$ cat config.mk
export PLATFORM = sky130hd
export DESIGN_NAME = serial_add_seq
export DESIGN_NICKNAME = d
export VERILOG_FILES = /design/src/rtl/serial_add_pkg.sv /design/src/rtl/serial_add_bit.sv /design/src/rtl/serial_add_seq.sv
export SDC_FILE = /design/constraint.sdc
export NUM_CORES = 1
export LEC_CHECK = 0
export BUFFER_PORTS_ARGS = -buffer_cell sky130_fd_sc_hd__buf_2
export CORE_ASPECT_RATIO = 0.9
export CORE_MARGIN = 4
export CORE_UTILIZATION = 40
export CTS_BUF_LIST = sky130_fd_sc_hd__clkbuf_8
export DETAILED_ROUTE_END_ITERATION = 7
export PLACE_DENSITY = 0.68
export SLEW_MARGIN = 25
export SYNTH_ARGS = -nofsm -noshare
export SYNTH_HDL_FRONTEND = slang
export SYNTH_SLANG_ARGS = --single-unit
$ cat constraint.sdc
create_clock -name clk -period 1.9 [get_ports clk]
set_clock_uncertainty 0.2 [all_clocks]
set_input_delay 0.38 -clock clk [delete_from_list [all_inputs] [get_ports clk]]
set_output_delay 0.38 -clock clk [all_outputs]
set_load 0.05 [all_outputs]
$ cat src/rtl/serial_add_pkg.sv
// Shared types for the bit-serial adder sequencer.
// Holds the FSM encoding used by serial_add_seq.
package serial_add_pkg;

  typedef enum logic [1:0] {
    IDLE = 2'd0,
    RUN  = 2'd1,
    DONE = 2'd2
  } sa_state_t;

endpackage

$ cat src/rtl/serial_add_bit.sv
// Combinational 1-bit full adder cell driven LSB-first by serial_add_seq.
// Zero latency; no flow control of its own.
module serial_add_bit (
  input  logic a,
  input  logic b,
  input  logic cin,
  output logic s,
  output logic cout
);

  assign s    = a ^ b ^ cin;
  assign cout = (a & b) | (cin & (a ^ b));

endmodule

$ cat src/rtl/serial_add_seq.sv
// Bit-serial adder: one operand beat in, one bit pair per clock, one WIDTH-bit result out (out_ovf with SERIAL_ADD_OVF_EN).
// Latency: out_valid rises WIDTH clocks after the acceptance edge.
// Backpressure: in_ready only in IDLE; result held stable in DONE until out_ready.
module serial_add_seq
  import serial_add_pkg::*;
#(
  parameter int WIDTH = 8
) (
  input  logic             clk,
  input  logic             reset,
  input  logic             in_valid,
  output logic             in_ready,
  input  logic [WIDTH-1:0] in_a,
  input  logic [WIDTH-1:0] in_b,
  input  logic             in_cin,
  output logic             out_valid,
  input  logic             out_ready,
  output logic [WIDTH-1:0] out_sum,
  output logic             out_cout
`ifdef SERIAL_ADD_OVF_EN
  ,
  output logic             out_ovf
`endif
);

  localparam int CNT_W = $clog2(WIDTH);

  sa_state_t        state_q, state_d;
  logic [WIDTH-1:0] a_q, a_d, b_q, b_d, res_q, res_d, sum_q, sum_d;
  logic             carry_q, carry_d, cout_q, cout_d;
  logic [CNT_W-1:0] cnt_q, cnt_d;
  logic             fa_s, fa_cout, last_bit;
`ifdef SERIAL_ADD_OVF_EN
  logic             ovf_q, ovf_d;
`endif

  serial_add_bit u_bit (
    .a    (a_q[0]),
    .b    (b_q[0]),
    .cin  (carry_q),
    .s    (fa_s),
    .cout (fa_cout)
  );

  assign last_bit = (cnt_q == CNT_W'(WIDTH - 1));

  always_ff @(posedge clk) begin
    if (reset) begin
      state_q <= IDLE;
      a_q     <= '0;
      b_q     <= '0;
      res_q   <= '0;
      sum_q   <= '0;
      carry_q <= 1'b0;
      cout_q  <= 1'b0;
      cnt_q   <= '0;
`ifdef SERIAL_ADD_OVF_EN
      ovf_q   <= 1'b0;
`endif
    end else begin
      state_q <= state_d;
      a_q     <= a_d;
      b_q     <= b_d;
      res_q   <= res_d;
      sum_q   <= sum_d;
      carry_q <= carry_d;
      cout_q  <= cout_d;
      cnt_q   <= cnt_d;
`ifdef SERIAL_ADD_OVF_EN
      ovf_q   <= ovf_d;
`endif
    end
  end

  always_comb begin
    state_d   = state_q;
    a_d       = a_q;
    b_d       = b_q;
    res_d     = res_q;
    sum_d     = sum_q;
    carry_d   = carry_q;
    cout_d    = cout_q;
    cnt_d     = cnt_q;
`ifdef SERIAL_ADD_OVF_EN
    ovf_d     = ovf_q;
`endif
    in_ready  = 1'b0;
    out_valid = 1'b0;
    case (state_q)
      IDLE: begin
        in_ready = 1'b1;
        if (in_valid) begin
          a_d     = in_a;
          b_d     = in_b;
          carry_d = in_cin;
          cnt_d   = '0;
          state_d = RUN;
        end
      end
      RUN: begin
        a_d     = a_q >> 1;
        b_d     = b_q >> 1;
        carry_d = fa_cout;
        res_d   = {fa_s, res_q[WIDTH-1:1]};
        if (last_bit) begin
          // Result registers only change here, so they stay stable outside DONE.
          sum_d   = {fa_s, res_q[WIDTH-1:1]};
          cout_d  = fa_cout;
`ifdef SERIAL_ADD_OVF_EN
          ovf_d   = carry_q ^ fa_cout;
`endif
          state_d = DONE;
        end else begin
          cnt_d = cnt_q + CNT_W'(1);
        end
      end
      DONE: begin
        out_valid = 1'b1;
        if (out_ready) state_d = IDLE;
      end
      default: state_d = IDLE;
    endcase
  end

  assign out_sum  = sum_q;
  assign out_cout = cout_q;
`ifdef SERIAL_ADD_OVF_EN
  assign out_ovf  = ovf_q;
`endif

endmodule

# Yosys cells after proc, flatten, opt, wreduce, memory -nomap -nowiden
# Cells that the tools add are included.
[classes]
addsub = 1
n_eq_ne = 7
n_mux = 15
bitwise = 5
reduce_logical = 6
[op_table]
columns = ["op", "n"]
rows = [
  ["8-bit one-hot mux with 2 select lines", 2],
  ["8-bit two-way mux", 2],
  ["2-bit != test (second input constant)", 4],
  ["2-bit two-way mux", 3],
  ["3-bit two-way mux", 2],
  ["2-bit one-hot mux with 3 select lines", 1],
  ["3-bit one-hot mux with 2 select lines", 1],
  ["3-bit AND reduction", 2],
  ["2-bit AND reduction", 2],
  ["3-bit by 1-bit adder with 3-bit output (second input constant)", 1],
  ["3-bit == test (second input constant)", 1],
  ["1-bit two-way mux", 3],
  ["1-bit bitwise AND", 2],
  ["2-bit by 1-bit == test with 1-bit output (second input constant)", 1],
  ["2-bit == test (second input constant)", 1],
  ["2-bit logical NOT", 1],
  ["1-bit one-hot mux with 2 select lines", 1],
  ["2-bit nonzero test", 1],
  ["1-bit XOR", 2],
  ["1-bit bitwise OR", 1],
]
[totals]
regBits = 39
wordCells = 42

# Longest topological paths before layout
# Gate-level depths: netlist of run 1.
[logic_depth]
ltp_word = 4
ltp_mapped = 6

# By module
# Synthesis of run 1 repeated with hierarchy kept, for this count alone.
[unflattened]
cells_unflattened = 169
area_unflattened_um2 = 1757.9
[modules_own_cells]
columns = ["mod", "n_inst", "cells_each", "area_each_um2"]
rows = [
  ["serial_add_seq", 1, 168, 1737.9],
  ["serial_add_bit", 1, 1, 20.0],
]

# Worst setup path before layout of run 1
# OpenSTA, ideal clock, no wires.
[synth_timing]
path_kind = "reg2out"
from = "register state_q[0]"
to = "output port in_ready"
t_arrival_ns = 1.299
required_time_ns = 1.320
slack_ns = 0.021
stages_incl_launch_ff = 4
cell_sequence = "dfxtp_1 -> buf_4 -> buf_4 -> nor2_1"
[synth_via]
elab_chain_cells = 2
[synth_rtl]
columns = ["item", "line", "rtl"]
rows = [
  ["start: declaration", "serial_add_seq.sv:28", "sa_state_t state_q, state_d;"],
  ["start signal: assignment", "serial_add_seq.sv:61", "state_q <= state_d;"],
  ["2-bit logical NOT", "serial_add_seq.sv:89", "case (state_q)"],
  ["1-bit two-way mux", "serial_add_seq.sv:89", ""],
  ["end: declaration", "serial_add_seq.sv:12", "output logic in_ready,"],
]
# Every way passes these cells.

# Worst setup path in the final report of run 1
# Ends and elaborated chain as after synthesis.

==> results of run 1 <==
## routing by layer
layer	vias up	routed length [um]
met2	18	1530
li1	662	-
met4	0	57
met3	5	97
met1	600	1440
met5	-	0
## path summary, 6_finish.rpt
check              from    endpoint  slack (ns)  cells after the start
max reg2reg    cnt_q[0]    cnt_q[2]        0.32                      5
min           out_ready  state_q[1]        0.15                      3
min reg2reg  out_sum[7]  out_sum[7]        0.25                      2
max          state_q[0]    in_ready        0.05                      2
## metrics by stage
stage | setup slack [ns] | std cells | util, % | power [mW] | area (um2)
2_1_floorplan | 0.0211 | 174 | - | 1.05 | 1670
3_3_place_gp | 0.331 | 246 | 45.9 | 1.10 | 1860
3_5_place_dp | 0.310 | 246 | 45.9 | 1.10 | 1860
4_1_cts | 0.0500 | 254 | 49.4 | 1.94 | 2000
5_1_grt | 0.0137 | 254 | 49.4 | 1.99 | 2000
6_report | 0.0465 | 254 | 49.4 | 1.92 | 2000
## power breakdown
group          internal [mW]  switching [mW]
clock network          0.560           0.280
registers              0.836          0.0269
logic                 0.0984           0.121
total                   1.49           0.428
## synthesized netlist by cell type (2+ instances only)
| cell | n |
|---|---|
| sky130_fd_sc_hd__mux2i_1 | 15 |
| sky130_fd_sc_hd__ha_1 | 2 |
| sky130_fd_sc_hd__nand2_1 | 26 |
| sky130_fd_sc_hd__a32oi_1 | 2 |
| sky130_fd_sc_hd__nand3_1 | 9 |
| sky130_fd_sc_hd__buf_2 | 3 |
| sky130_fd_sc_hd__dfxtp_1 | 38 |
| sky130_fd_sc_hd__nand2b_1 | 6 |
| sky130_fd_sc_hd__nor2_1 | 18 |
| sky130_fd_sc_hd__a21oi_1 | 18 |
| sky130_fd_sc_hd__o21ai_0 | 2 |
| sky130_fd_sc_hd__nor2b_1 | 3 |
| sky130_fd_sc_hd__a211oi_2 | 15 |
| sky130_fd_sc_hd__buf_4 | 7 |
## cells by family (layout without fill, tap and decap cells)
kind of cell    Yosys count  count (layout)
fa+ha+maj                 3               3
mux                      15              15
buf+inv                  14              46
compound gates           40              40
flops                    38              38
simple gates             64              64
## flip-flops by register name, indices dropped and copies added (netlist names)
name / cells
a_q: 8
state_q: 2
cnt_q: 3
out_cout: 1
out_sum: 8
b_q: 8
res_q: 7
carry_q: 1
## layout by cell type (no fill, tap or decap)
| master | synthesis | final |
|---|---|---|
| sky130_fd_sc_hd__o21ba_2 | 1 | 1 |
| sky130_fd_sc_hd__mux2i_1 | 15 | 15 |
| sky130_fd_sc_hd__dfxtp_2 | 0 | 1 |
| sky130_fd_sc_hd__nand2b_1 | 6 | 6 |
| sky130_fd_sc_hd__a21oi_1 | 18 | 18 |
| sky130_fd_sc_hd__dfxtp_1 | 38 | 37 |
| sky130_fd_sc_hd__a32oi_1 | 2 | 2 |
| sky130_fd_sc_hd__nand3b_2 | 1 | 1 |
| sky130_fd_sc_hd__nor2_1 | 18 | 18 |
| sky130_fd_sc_hd__bufinv_16 | 0 | 2 |
| sky130_fd_sc_hd__nand2_1 | 26 | 26 |
| sky130_fd_sc_hd__inv_1 | 1 | 1 |
| sky130_fd_sc_hd__a211oi_2 | 15 | 15 |
| sky130_fd_sc_hd__o21bai_1 | 1 | 1 |
| sky130_fd_sc_hd__o31ai_1 | 1 | 1 |
| sky130_fd_sc_hd__buf_4 | 7 | 5 |
| sky130_fd_sc_hd__fa_1 | 1 | 1 |
| sky130_fd_sc_hd__nor4b_2 | 1 | 1 |
| sky130_fd_sc_hd__nor2b_1 | 3 | 3 |
| sky130_fd_sc_hd__nand3_1 | 9 | 9 |
| sky130_fd_sc_hd__o21ai_0 | 2 | 2 |
| sky130_fd_sc_hd__buf_2 | 3 | 31 |
| sky130_fd_sc_hd__clkbuf_8 | 0 | 6 |
| sky130_fd_sc_hd__ha_1 | 2 | 2 |
| sky130_fd_sc_hd__buf_12 | 0 | 1 |
## worst register-to-register path, cell delays in order, from the launching register on
cell and delay [ns]:
sky130_fd_sc_hd__dfxtp_1 0.32, sky130_fd_sc_hd__ha_1 0.19, sky130_fd_sc_hd__ha_1 0.21, sky130_fd_sc_hd__nand2b_1 0.15
sky130_fd_sc_hd__a21oi_1 0.26, sky130_fd_sc_hd__o21ai_0 0.14
## final cells by class
cell class | count | area [um2]
inverters | 1 | 3.75
flip-flops and latches | 38 | 762
clock inverters | 2 | 60.1
multi-input cells | 122 | 818
well taps | 48 | 60.1
fillers | 384 | 2050
repair buffers | 37 | 213
clock buffers | 6 | 82.6
==> out/qor.txt, run 1 <==
Status = finished clean
Pin count of the biggest net entering global routing = 31
Clock edge transition at the registers on the reported setup and hold paths = 0.08 ns
Setup-failing EPs final = 0
Sequential fraction of the synthesis area = 45.6%
Async S/R FF share, synth = 0%
Hold-fix buffer count after cts = 0
Netlist area before placement = 0.00167 mm2
Count of boundary I/O pins = 32
Synthesized Nets = 198
Setup TNS = 0 ns
Count of warnings emitted by yosys = 0
Drt pass-1 iters = 4
Bufs and invs on worst path = 1
Final hold violations = 0
Global route total overflow = 0
Distinct cell type count after synthesis = 24
Library cell occupying the most area in the post-synthesis netlist = sky130_fd_sc_hd__dfxtp_1
Area of the die = 0.00527 mm2
Maximum single-stage delay on the critical path = 0.41 ns
Total of max-cap violations = 0
Final hold slack = 0.150 ns
TritonCTS Sinks = 38
Main combinational cell family by area after synthesis = compound AO/OA/AOI/OAI gates
Share of the synthesized area in the top cell type = 45.6%
Number of cells upsized or downsized after cts = 0
Largest driver fanout on the critical path = 11
Total leakage power = 0.793 nW
Detailed Route Iter0 Violations = 72
Avg Inst Size Synth = 9.59 um2
CTS Buffer Depth = 2
CP required = 1.32 ns
Post-detailed-routing wire length = 3120 um
Adder-cell share of the synthesized area = 2.70%
Met2 usage = 20.2%
Global Route met1 Usage = 13.9%
Worst skew pair latency = 0.28 ns
Class of the tightest hold or removal check = primary input to flop
Post-Synth XOR/XNOR Area = 0%
Average detailed-routed wire length per instance = 12.3 um
Cell with the largest stage delay on the worst path = sky130_fd_sc_hd__dfxtp_1
Maximum level of the CTS H-tree = 2
Max IR drop VDD = 0.383 mV
Number of flops mapped to enable cells by yosys = 0
Synth-to-layout area growth = 19.8%
Signal arrival time at the worst endpoint = 1.27 ns
Shortest period the worst path allows = 1.85 ns
TritonCTS clock tree = done
DRT antenna net count = 0
Width of the die = 76.1 um
Mux share of post-synthesis cell area = 9.00%
Post-layout nets = 229
Leading post-synthesis cells by cell area = sky130_fd_sc_hd__dfxtp_1 (46%), sky130_fd_sc_hd__a211oi_2 (11%), sky130_fd_sc_hd__mux2i_1 (9.0%), sky130_fd_sc_hd__nand2_1 (5.8%), sky130_fd_sc_hd__a21oi_1 (5.4%)
Global-route met3 utilization = 2.73%
Wire length of the first global-routing pass = 5200 um
Vias in the first global route = 1,195
Total global routing track utilization = 11.9%
Achievable Freq = 540 MHz
Number of buffers inserted to repair setup after CTS = 0
CTS buffer count = 5
Unrepaired setup endpoints after global routing = no
Synthesized netlist cell count = 174
Root Buffer Master = sky130_fd_sc_hd__clkbuf_8
Kind of launch point of the worst setup path = flop
Number of remaining DRC errors = 0
Die Ht = 69.3 um
Number of vias per cell after detailed routing = 5.06
Max-slew headroom at the worst pin = 68.0%
Routed via count = 1,285
Post-synthesis compound-gate area fraction = 19.8%
Floorplan core area = 0.00405 mm2
Number of standard-cell rows in the floorplan = 22
Number of antenna violations at the first check in global routing = 0
Dpl hpwl = 2210 um
Count of antenna diodes in the layout = 0
Sequence of cells on the critical path = nor2_1 -> buf_2
Number of synthesized register bits = 38
Worst-Margin Slew = 0.480 ns
GRT Max-Usage Layer = met2
Slew Limit Fails = 0
Final estimated routing congestion in global placement = 0.761
Power per cell area = 962 mW/mm2
Kind of capture point of the worst setup path = output pin
Post-Synth Simple-Gate Area = 17.5%
Crit Path Class = flop to output pin
Share of cells above drive strength 1 = 31.1%
Family with the most delay on the worst path = flip-flops
Initial Util = 41.2%
Total of buffers placed on input and output ports = 31
Share of the clock period used by the worst path after layout = 97.6%
Primary FF master, synth = sky130_fd_sc_hd__dfxtp_1
Note: power is estimated with default switching activity, not from simulation.
==> run 2, diff against run 1 <==
--- a/config.mk
+++ b/config.mk
@@ -11,7 +11,7 @@
 export CORE_UTILIZATION = 40
 export CTS_BUF_LIST = sky130_fd_sc_hd__clkbuf_8
 export DETAILED_ROUTE_END_ITERATION = 7
-export PLACE_DENSITY = 0.68
+export PLACE_DENSITY = 0.7
 export SLEW_MARGIN = 25
 export SYNTH_ARGS = -nofsm -noshare
 export SYNTH_HDL_FRONTEND = slang
==> constraint.sdc (replaced) <==
create_clock -name clk -period 1.6 [get_ports clk]
set_clock_uncertainty 0.2 [all_clocks]
set_input_delay 0.32 -clock clk [delete_from_list [all_inputs] [get_ports clk]]
set_output_delay 0.32 -clock clk [all_outputs]
set_load 0.05 [all_outputs]
==> run 2 against run 1 <==
Net effect:
- clock power fell by 7.0%
- hold slack worse by 0.061 ns
- register-to-register slack got worse by 0.26 ns
- global-route usage increased by 0.20 points
- non-clock buffer count increased by 3
- via count about the same
- critical path depth grew 3
- critical endpoint is now cnt_q[2]
- sequential cell count stayed put
- cell area increased by 1.8%
==> out/qor.txt, run 2 (synthesis gave the netlist of run 1 again) <==
Layout Cells excl Fill = 257 (+1.2%)
Area of the die = 0.00527 mm2 (unchanged)
Wire length of the first global-routing pass = 5280 um (+1.5%)
Crit Path Class = flop to flop
Worst-Margin Slew = 0.272 ns (-0.207 ns)
Proportion of power drawn by flip-flops and latches = 49.3% (+4.4 points)
R2R Path Start = cnt_q[0]
Initial Util = 41.2% (unchanged)
Hold-fix buffer count after cts = 0 (unchanged)
Post-detailed-routing wire length = 3100 um (-0.58%)
TritonCTS clock tree = done
Cell total after placement = 247 (+0.41%)
Count of boundary I/O pins = 32 (unchanged)
Count of antenna diodes in the layout = 0 (unchanged)
Number of remaining DRC errors = 0 (unchanged)
Clk network pwr share = 37.6% (-6.1 points)
Most frequent cells in the layout = sky130_fd_sc_hd__dfxtp_1 (36), sky130_fd_sc_hd__buf_2 (29), sky130_fd_sc_hd__nand2_1 (26)
Number of standard-cell rows in the floorplan = 22 (unchanged)
Setup TNS = 0 ns (unchanged)
Die Ht = 69.3 um (unchanged)
Register-to-Register Path Depth = 5 (unchanged)
Average detailed-routed wire length per instance = 12.1 um (-1.7%)
Final hold violations = 0 (unchanged)
Global route total overflow = 0 (unchanged)
Launching element of the worst setup path = cnt_q[0]
Final hold slack = 0.0890 ns (-0.0610 ns)
Drt pass-1 iters = 4 (unchanged)
Signal arrival time at the worst endpoint = 1.50 ns (+0.23 ns)
Width of the die = 76.1 um (unchanged)
Total of max-cap violations = 0 (unchanged)
Setup-failing EPs final = 0 (unchanged)
Final estimated routing congestion in global placement = 0.727 (-4.5%)
Power per cell area = 1020 mW/mm2 (+6.3%)
Kind of launch point of the worst setup path = flop
Share of cells above drive strength 1 = 34.4% (+3.4 points)
Fill cell total of the finished layout = 373 (-2.9%)
Slew Limit Fails = 0 (unchanged)
Detailed Route Iter0 Violations = 84 (+17%)
Maximum level of the CTS H-tree = 2 (unchanged)
Max-slew headroom at the worst pin = 81.8% (+14 points)
TritonCTS Sinks = 38 (unchanged)
Worst skew pair latency = 0.28 ns (about the same)
Root Buffer Master = sky130_fd_sc_hd__clkbuf_8
Status = finished clean
Number of vias per cell after detailed routing = 5.00 (-1.1%)
Floorplan core area = 0.00405 mm2 (unchanged)
Switching portion of total power = 24.2% (+1.9 points)
Vias in the first global route = 1,223 (+2.3%)
Combinational cell fraction of total power = 13.1% (+1.7 points)
Number of antenna violations at the first check in global routing = 0 (unchanged)
Synth-to-layout area growth = 21.9%
Achievable Freq = 650 MHz
Clock edge transition at the registers on the reported setup and hold paths = 0.07 ns (about the same)
Total global routing track utilization = 12.1% (+0.20 points)
Worst reg2reg setup slack = 0.06 ns (-0.26 ns)
Total of buffers placed on input and output ports = 31 (unchanged)
CP required = 1.56 ns (+0.24 ns)
Post-layout nets = 232 (+1.3%)
Internal power = 1.58 mW (+5.5%)
Most common cell after layout, fill and taps aside = sky130_fd_sc_hd__dfxtp_1
Max IR drop VDD = 0.412 mV (+7.4%)
Pin count of the biggest net entering global routing = 31 (unchanged)
Routed via count = 1,286 (+0.078%)
Shortest period the worst path allows = 1.54 ns
Kind of capture point of the worst setup path = flop
Class of the tightest hold or removal check = primary input to flop
Share of the clock period used by the worst path after layout = 96.2%
Switching power = 0.503 mW (+17%)
Reg-to-reg critical path endpoint = cnt_q[2]
Largest driver fanout on the critical path = 4 (-7)
Worst setup path endpoint = cnt_q[2]
Dpl hpwl = 2150 um (-2.7%)
Total leakage power = 0.802 nW (+1.0%)
DRT antenna net count = 0 (unchanged)
CTS buffer count = 5 (unchanged)
CTS Buffer Depth = 2 (unchanged)
[run 2: changes by cell type in the layout (fill, tap and decap cells not counted), moves of 2 or more]
cell | previous run | this run
sky130_fd_sc_hd__buf_6 | 0 | 2
sky130_fd_sc_hd__buf_4 | 5 | 8
sky130_fd_sc_hd__buf_2 | 31 | 29
sky130_fd_sc_hd__clkinv_2 | 0 | 2
[run 2: repair_timing]
item	in CTS	in global routing
buffers inserted	1	2
resized for setup	10	2
gates cloned	0	0
pin swaps	1	1
endpoints found under the hold margin	0	0
endpoints found under the setup margin	4	3
[run 2: final cells by class]
cell class,count,area (um2),share of cell area [%]
Timing Repair Buffer,40,248,12.2
Sequential cell,38,766,37.6
Tap cell,48,60.1,2.95
Multi-Input combinational cell,122,848,41.7
Clock inverter,3,40.0,1.97
Clock buffer,5,68.8,3.38
Inverter,1,3.75,0.185
[run 2: stage by stage]
| step | setup slack (ns) | utilization, % | power [mW] | cell area, um2 |
|---|---|---|---|---|
| after CTS | 0.0379 | 49.6 | 2.10 | 2010 |
| after floorplan | 0.0174 | - | 1.25 | 1670 |
| after global routing | -0.0178 | 50.3 | 2.18 | 2030 |
| after global placement | 0.0323 | 46.2 | 1.31 | 1870 |
| after detailed placement | -0.0398 | 46.2 | 1.31 | 1870 |
| final | 0.0614 | 50.3 | 2.08 | 2030 |
[run 2: worst min-delay path by stage]
stage / endpoint / startpoint / depth (start not counted) / slack [ns]
after floorplan: res_q[1] / res_q[1] / 2 / 0.24
after global placement: out_sum[2] / out_sum[2] / 2 / 0.24
after detailed placement: out_sum[1] / out_sum[1] / 2 / 0.24
after CTS: state_q[1] / out_ready / 3 / 0.08
after global routing: state_q[1] / out_ready / 3 / 0.09
final: state_q[1] / out_ready / 3 / 0.09
[run 2: power by group through the flow]
stage	combinational, mW	sequential (mW)	clock, mW
6_report	0.272	1.03	0.781
2_1_floorplan	0.217	1.03	0
5_1_grt	0.302	1.03	0.846
4_1_cts	0.272	1.03	0.805
3_3_place_gp	0.266	1.04	0
3_5_place_dp	0.269	1.04	0
[run 2: layer usage]
layer,track usage [%],routed length [um],vias up
li1,-,-,671
met1,14.3,1360,587
met2,19.5,1590,24
met3,3.64,94,4
met4,6.60,59,0
met5,0,0,-
[run 2: worst max-delay path: stages, from the launching register on]
cell                       delay, ns
sky130_fd_sc_hd__dfxtp_1        0.31
sky130_fd_sc_hd__ha_1           0.19
sky130_fd_sc_hd__ha_2           0.21
sky130_fd_sc_hd__nand2b_1       0.17
sky130_fd_sc_hd__a21oi_2        0.22
sky130_fd_sc_hd__o21ai_0        0.12
==> run 3, diff against run 2 <==
==> constraint.sdc (replaced) <==
create_clock -name clk -period 1.6 [get_ports clk]
set_clock_uncertainty 0.2 [all_clocks]
set_input_delay 0.32 -clock clk [delete_from_list [all_inputs] [get_ports clk]]
set_output_delay 0.32 -clock clk [all_outputs]
set_load 0.02 [all_outputs]
==> run 3 against run 2 <==
Net effect:
- non-clock buffer count increased by 5
- register-to-register slack improved by 0.07 ns
- cell area increased by 3.1%
- critical path depth shrank 2
- worst setup slack got worse by 0.033 ns
- clock power shrank 13%
- hold slack better by 0.016 ns
- critical endpoint is now in_ready
==> out/qor.txt, run 3 (synthesis gave the netlist of run 1 again) <==
Area of all sequential standard cells = 768 um2 (+0.33%)
Largest driver fanout on the critical path = 5 (+1)
Drt pass-1 iters = 4 (unchanged)
Area of the die = 0.00527 mm2 (unchanged)
Hold-fix buffer count after cts = 0 (unchanged)
Number of antenna violations at the first check in global routing = 0 (unchanged)
Total global routing track utilization = 12.4% (+0.31 points)
Count of antenna diodes in the layout = 0 (unchanged)
Post-route total power = 2.01 mW (-3.5%)
Most common cell after layout, fill and taps aside = sky130_fd_sc_hd__dfxtp_1
Number of standard-cell rows in the floorplan = 22 (unchanged)
Total leakage power = 0.821 nW (+2.4%)
Vias in the first global route = 1,225 (+0.16%)
Worst-Margin Slew = 0.275 ns (+0.00278 ns)
Slew Limit Fails = 0 (unchanged)
Pin count of the biggest net entering global routing = 31 (unchanged)
Class of the tightest hold or removal check = primary input to flop
Unrepaired setup endpoints after global routing = yes
Crit Path Class = flop to output pin
Post-layout nets = 237 (+2.2%)
Status = finished clean
Clock edge transition at the registers on the reported setup and hold paths = 0.07 ns (about the same)
Post-route worst setup slack = 0.0289 ns (-0.0325 ns)
Total of max-cap violations = 0 (unchanged)
Die Ht = 69.3 um (unchanged)
Final estimated routing congestion in global placement = 0.768 (+5.6%)
Width of the die = 76.1 um (unchanged)
Kind of capture point of the worst setup path = output pin
Detailed Route Iter0 Violations = 99 (+18%)
Most frequent cells in the layout = sky130_fd_sc_hd__dfxtp_1 (36), sky130_fd_sc_hd__buf_2 (29), sky130_fd_sc_hd__nand2_1 (26)
Achievable Freq = 636 MHz (-2.1%)
Power per cell area = 957 mW/mm2 (-6.4%)
Shortest period the worst path allows = 1.57 ns (+0.0325 ns)
Worst skew pair latency = 0.28 ns (about the same)
Post-detailed-routing wire length = 3270 um (+5.6%)
Floorplan core area = 0.00405 mm2 (unchanged)
Routed via count = 1,297 (+0.86%)
TritonCTS clock tree = done
Share of cells above drive strength 1 = 36.4% (+2.0 points)
TritonCTS Sinks = 38 (unchanged)
Worst slack, placed = -0.0176 ns (+0.0222 ns)
Fill cell total of the finished layout = 382 (+2.4%)
Number of remaining DRC errors = 0 (unchanged)
Global route total overflow = 0 (unchanged)
Worst reg2reg setup slack = 0.13 ns (+0.07 ns)
CTS Buffer Depth = 2 (unchanged)
Dpl hpwl = 2220 um (+3.5%)
Maximum level of the CTS H-tree = 2 (unchanged)
CTS buffer count = 5 (unchanged)
CP required = 1.08 ns (-0.48 ns)
Area of the multi-input gates = 861 um2 (+1.5%)
Root Buffer Master = sky130_fd_sc_hd__clkbuf_8
Average detailed-routed wire length per instance = 12.5 um (+3.6%)
Kind of launch point of the worst setup path = flop
Initial Util = 41.2% (unchanged)
Max IR drop VDD = 0.577 mV (+40%)
Final hold violations = 0 (unchanged)
Number of vias per cell after detailed routing = 4.95 (-1.1%)
Wire length of the first global-routing pass = 5440 um (+3.0%)
Count of boundary I/O pins = 32 (unchanged)
Setup-failing EPs final = 0 (unchanged)
Synth-to-layout area growth = 25.7%
Max-slew headroom at the worst pin = 81.6% (-0.19 points)
Signal arrival time at the worst endpoint = 1.05 ns (-0.45 ns)
Share of the clock period used by the worst path after layout = 98.2% (+2.0 points)
DRT antenna net count = 0 (unchanged)
Total of buffers placed on input and output ports = 31 (unchanged)
Final hold slack = 0.105 ns (+0.0156 ns)
## run 3: critical path, stage by stage (launching register included)
cell and delay [ns]:
sky130_fd_sc_hd__dfxtp_4 0.38, sky130_fd_sc_hd__buf_12 0.13, sky130_fd_sc_hd__nor2_4 0.13, sky130_fd_sc_hd__buf_6 0.13
## run 3: final timing paths
kind	cells after the start	to	startpoint
setup / recovery	3	in_ready	state_q[0]
hold / removal	3	state_q[1]	out_ready
setup reg to reg	5	cnt_q[0]	cnt_q[0]
hold reg to reg	2	out_sum[7]	out_sum[7]
## run 3: repair_timing
action	CTS	global route
gates resized for setup	14	9
endpoints found under the hold margin	0	0
gates cloned	0	0
setup endpoints to repair	6	16
pin swaps	0	3
setup buffers	0	5
## run 3: stage by stage
step	cells	setup TNS [ns]	area, um2	util [%]
after floorplan	174	0	1670	-
after global placement	249	0	1880	46.4
after global routing	262	-0.0126	2100	51.9
after detailed placement	249	-0.0251	1880	46.4
after CTS	257	-0.00480	2020	49.9
final	262	0	2100	51.9
## run 3: final cells by class
type | instances | area share, %
Tap cell | 48 | 2.86
Multi-Input combinational cell | 122 | 41.0
Sequential cell | 38 | 36.6
Clock inverter | 2 | 0.596
Inverter | 1 | 0.179
Timing Repair Buffer | 45 | 14.8
Clock buffer | 6 | 3.94
## run 3: metal layers
layer  vias to the layer above  global-route usage [%]  share of wire [%]
met1                       584                    15.4                 50
met5                         -                       0                  0
met3                         4                    4.94                5.2
met2                        26                    19.2                 44
li1                        683                       -                  -
met4                         0                    4.66                1.0
## run 3: where the power goes
part,switching (mW),leakage (nW),internal [mW]
registers,0.0308,0.312,0.991
clock network,0.337,0.0472,0.346
logic,0.151,0.462,0.151
total,0.518,0.821,1.49
